===== src/rtl/edge_delay_defs.sv =====
// Shared encodings for the edge delay buffer: edge-select modes and channel states.
package edge_delay_defs;

  typedef enum logic [1:0] {
    MODE_PASS = 2'b00,
    MODE_FALL = 2'b01,
    MODE_RISE = 2'b10,
    MODE_BOTH = 2'b11
  } mode_e;

  typedef enum logic {
    ST_SYNC = 1'b0,
    ST_WAIT = 1'b1
  } state_e;

  // True when the edge direction (rising = new input level) is delayed in mode m.
  function automatic logic edge_selected(input mode_e m, input logic rising);
    case (m)
      MODE_BOTH: edge_selected = 1'b1;
      MODE_RISE: edge_selected = rising;
      MODE_FALL: edge_selected = ~rising;
      default:   edge_selected = 1'b0;
    endcase
  endfunction

endpackage


===== src/rtl/edge_delay_channel.sv =====
// One channel of the edge delay buffer: inertial delay of selected edges by a
// programmable cycle count captured when the delay starts.
module edge_delay_channel
  import edge_delay_defs::*;
#(
  parameter int unsigned W = 4
) (
  input  logic         clock,
  input  logic         reset_,
  input  logic         x,
  input  logic [W-1:0] dly,
  input  logic [1:0]   mode,
  output logic         z,
  output logic         busy
);

  state_e       state_q, state_d;
  logic [W-1:0] cnt_q, cnt_d;
  logic         z_q, z_d;

  always_comb begin
    state_d = state_q;
    cnt_d   = cnt_q;
    z_d     = z_q;
    case (state_q)
      ST_SYNC: begin
        if (x != z_q) begin
          // Edge arrives already counting: dly-1 so z updates exactly dly edges later.
          if (edge_selected(mode_e'(mode), x) && (dly != '0)) begin
            cnt_d   = dly - W'(1);
            state_d = ST_WAIT;
          end else begin
            z_d = x;
          end
        end
      end
      ST_WAIT: begin
        if (x == z_q) begin
          state_d = ST_SYNC;
        end else if (cnt_q == '0) begin
          z_d     = x;
          state_d = ST_SYNC;
        end else begin
          cnt_d = cnt_q - W'(1);
        end
      end
      default: state_d = ST_SYNC;
    endcase
  end

  always_ff @(posedge clock) begin
    if (!reset_) begin
      state_q <= ST_SYNC;
      cnt_q   <= '0;
      z_q     <= 1'b0;
    end else begin
      state_q <= state_d;
      cnt_q   <= cnt_d;
      z_q     <= z_d;
    end
  end

  assign z    = z_q;
  assign busy = (state_q == ST_WAIT);

endmodule


===== src/rtl/edge_delay_buffer.sv =====
// N-channel clocked edge delay buffer; shared delay and mode fan out to
// independent per-channel delay FSMs.
module edge_delay_buffer #(
  parameter int unsigned N = 4,
  parameter int unsigned W = 4
) (
  input  logic         clock,
  input  logic         reset_,
  input  logic [N-1:0] x,
  input  logic [W-1:0] dly,
  input  logic [1:0]   mode,
  output logic [N-1:0] z,
  output logic [N-1:0] busy
);

  for (genvar i = 0; i < N; i++) begin : g_ch
    edge_delay_channel #(.W(W)) u_ch (
      .clock  (clock),
      .reset_ (reset_),
      .x      (x[i]),
      .dly    (dly),
      .mode   (mode),
      .z      (z[i]),
      .busy   (busy[i])
    );
  end

endmodule


===== config.mk =====
export PLATFORM = sky130hd
export DESIGN_NAME = edge_delay_buffer
export DESIGN_NICKNAME = d
export VERILOG_FILES = /design/src/rtl/edge_delay_defs.sv /design/src/rtl/edge_delay_channel.sv /design/src/rtl/edge_delay_buffer.sv
export SDC_FILE = /design/constraint.sdc
export NUM_CORES = 1
export LEC_CHECK = 0
export ABC_CLOCK_PERIOD_IN_PS = 2100
export BUFFER_PORTS_ARGS = -buffer_cell sky130_fd_sc_hd__buf_2
export CORE_UTILIZATION = 60
export CTS_BUF_LIST = sky130_fd_sc_hd__clkbuf_4
export DETAILED_ROUTE_END_ITERATION = 10
export PLACE_DENSITY = 0.82
export SYNTH_ARGS = -nofsm -noshare
export SYNTH_HDL_FRONTEND = slang
export SYNTH_SLANG_ARGS = --single-unit

===== constraint.sdc =====
create_clock -name clock -period 2.1 [get_ports clock]
set_input_delay 0.21 -clock clock [delete_from_list [all_inputs] [get_ports clock]]
set_output_delay 0.21 -clock clock [all_outputs]
set_load 0.005 [all_outputs]

==> results.md <==
* CP startpoint kind: flop
* FF+latch count, synth at 24
* Die height at 53.40 um
* Syn Inst Count at about 190
* Root Driver: clkbuf_4
* Post-Layout Inst Area at approximately 0.0017 mm^2
* Crit Path Class: flop to flop
* Wirelength per Cell at 16.03 um
* Max-cap violations at 0
* Clk_skew at roughly 0.0015 ns
* Post-synth EDFFs at 0
* Post-Syn Nets at 205
* Post-synth top flop: dfxtp_1
* CP required at 2.30 ns
* Clock sink count at 24
* CTS tree: done
* Rel. slew slack at roughly two thirds
* Slew Viols, Final at 0
* Insertion delay to the later sink of the worst-skew pair at ~0.32 ns
* Die area at 0.002852 mm^2
* Worst VDD drop at just over 0.5 mV
* CP endpoint kind: flop
* Leak pwr at approximately 0.68 nW
* Total net switching power at between 400 and 500 uW
* Initial Util at 63.99%
* Final Worst Setup Slack at 0.2993 ns
* Post-DRT Antenna Nets at 0
* Cell Rows at 18
* Final Hold Fails at 0
* Via density at ~6.3
* Final HPWL DP at 2.647 mm
* Post-route DRC at 0
* Cell area after synthesis at around 0.0016 mm^2
* IO Pins at 20
* Commonest cells post-synth: dfxtp_1, nand2_1, inv_1
* Place WS at about 0.31 ns
* Clk network pwr share at a little under a fifth
* RSZ-0062 raised after global routing: no
* Most frequent cell after synthesis: dfxtp_1
* Antenna violations before repair at 0
* Hold Buf Count CTS at 0
* Top cells by area, synth: dfxtp_1, mux2i_1, nand2_1, o21ai_0, ha_1
* FFs w/ async S/R, synth at 0%
* Cell taking the most area after synthesis: dfxtp_1
* Layout cells sized above 1 at 18.78%
* Final core occ at about two thirds
* Min Tclk post-route at 1.801 ns
* First-pass GRT wire length at slightly below 6 mm
* First-pass iteration count of the detailed router at 4
* Fill cells at around 210
* Nets at about 220
* Number of global-route vias before repair at between 1k and 1.5k
* Core area at approximately 0.0025 mm^2
* Global placer's final weighted congestion at between 0.8 and 0.9
* Status: complete, no violations
* Unique masters post-synth at 43
* Int Pwr at roughly 740 uW
* Logic gate share of total power at 31.1%
* Grt ovf at 0
* Worst Tran Pin Value at 0.5254 ns
* Clk buf depth at 2
* Post-CTS setup buffers at 0
* P&R area growth vs syn at 4.814%
* Max H-tree Level at 1
* Sequential power share at between 50% and 60%
* Total track usage at between 20 and 30%
* Top cell type's share of synthesized area at 30.31%
* 1st-iter DRT viols at 46
* Finish-stage setup viols at 0
* Post-route setup TNS at 0 ns
* Yosys Warn Count at 0
* Hold Path Class: primary input to flop
* Pwr Total at about 1.1 mW
* Sw Share at 35.71%
* Final WL at approximately 3.6 mm
* Fmax at between 0.5 and 0.6 GHz
* Pwr dens at approximately 700 mW/mm^2
* Seq/Total Area, Yosys at a little under a third
* CP Data Arrival Time at approximately 2.0 ns
* Worst-path clk slew at roughly 0.14 ns
* Final Cycle Share at roughly 86%
* Num CTS Buffers at 3
* Largest net degree at the start of global routing at 24
* Die width at ~53 um
* Resize count post-CTS at 0
* Via count at 1423
* Crit-path max FO at 4
* I/O Buffers at 19
* Post-Place Cell Area at around 0.0016 mm^2
* Avg Inst Size Synth at 8.432 um^2
* N_diodes at 0
[critical path: stages (launching register included)]
cell,delay [ns]
dfxtp_1,0.41
inv_1,0.08
ha_1,0.23
nor4bb_1,0.16
or2_2,0.33
o311ai_0,0.31
o21ai_0,0.16
[per-layer routing]
layer / part of all wire [%] / track usage, % / vias to the layer above
met5: 0 / 0 / -
met4: 1.8 / 15.79 / 0
met3: 4.1 / 3.161 / 9
met2: 51 / 51.88 / 43
met1: 43 / 32.41 / 677
li1: - / - / 694
[cells by family (layout without fill, tap and decap cells)]
logic type / Yosys count / count (layout) / share of synthesized area, %
adder cells (fa/ha/maj): 5 / 5 / 3.946
AO/OA/AOI/OAI: 54 / 54 / 25.41
multiplexers: 11 / 11 / 7.340
AND/OR/NAND/NOR: 58 / 58 / 20.21
XOR/XNOR: 6 / 6 / 3.789
flip-flops: 24 / 24 / 30.31
buffers and inverters: 30 / 39 / 8.998
[layout by cell type (no fill, tap or decap), types with 2 or more instances in the layout]
master / netlist / final
a21o_1: 2 / 2
a21oi_1: 8 / 8
a31o_2: 2 / 2
a31oi_1: 2 / 2
buf_2: 0 / 19
clkbuf_4: 0 / 3
dfxtp_1: 24 / 24
ha_1: 5 / 5
inv_1: 16 / 16
mux2i_1: 9 / 9
nand2_1: 19 / 19
nand3_1: 6 / 6
nand3b_1: 6 / 6
nand4bb_1: 2 / 2
nor2_1: 9 / 9
nor2_2: 2 / 2
nor3_1: 2 / 2
nor4_1: 3 / 3
o2111ai_4: 2 / 2
o211ai_2: 2 / 2
o21a_1: 2 / 2
o21ai_0: 13 / 13
o21ai_1: 3 / 3
o22ai_1: 3 / 3
o311ai_0: 5 / 5
o31ai_1: 4 / 4
or2_2: 2 / 2
or3_1: 2 / 2
or4b_4: 2 / 2
xnor2_1: 3 / 3
xor2_1: 2 / 2
[cell type report]
| type | count | area [um^2] | area share [%] |
|---|---|---|---|
| Inverter | 16 | 60.06 | 3.614 |
| Tap cell | 30 | 37.54 | 2.259 |
| Clock buffer | 3 | 22.52 | 1.355 |
| Clock inverter | 1 | 3.754 | 0.2259 |
| Multi-Input combinational cell | 134 | 962.2 | 57.91 |
| Timing Repair Buffer | 19 | 95.09 | 5.723 |
| Sequential cell | 24 | 480.5 | 28.92 |
[registers in the layout, indices dropped and copies added (netlist names)]
signal and cells:
g_ch.u_ch.busy 4, g_ch.u_ch.cnt_q 16, g_ch.u_ch.z 4
[per-stage QoR]
stage	cells	hold slack, ns
finish	227	0.1815
global route	227	0.1974
CTS	227	0.1766
detailed placement	223	0.4819
global placement	223	0.4626
floorplan	188	0.3572
[path summary, 6_finish.rpt]
kind	from	end	slack [ns]	depth (start not counted)
setup reg to reg	g_ch[1].u_ch.cnt_q[0]	g_ch[1].u_ch.cnt_q[2]	0.30	6
hold reg to reg	g_ch[3].u_ch.cnt_q[1]	g_ch[3].u_ch.cnt_q[1]	0.50	2
hold / removal	x[0]	g_ch[0].u_ch.z	0.18	3
setup / recovery	g_ch[1].u_ch.cnt_q[0]	g_ch[1].u_ch.cnt_q[2]	0.30	6
[power groups by stage]
stage	Clock [mW]	Combinational (mW)	Sequential [mW]
final	0.215	0.358	0.576
after global routing	0.234	0.398	0.583
after CTS	0.220	0.354	0.574
after detailed placement	0	0.352	0.584
after global placement	0	0.333	0.580
after floorplan	0	0.294	0.558
(Power assumes the default switching activity.)
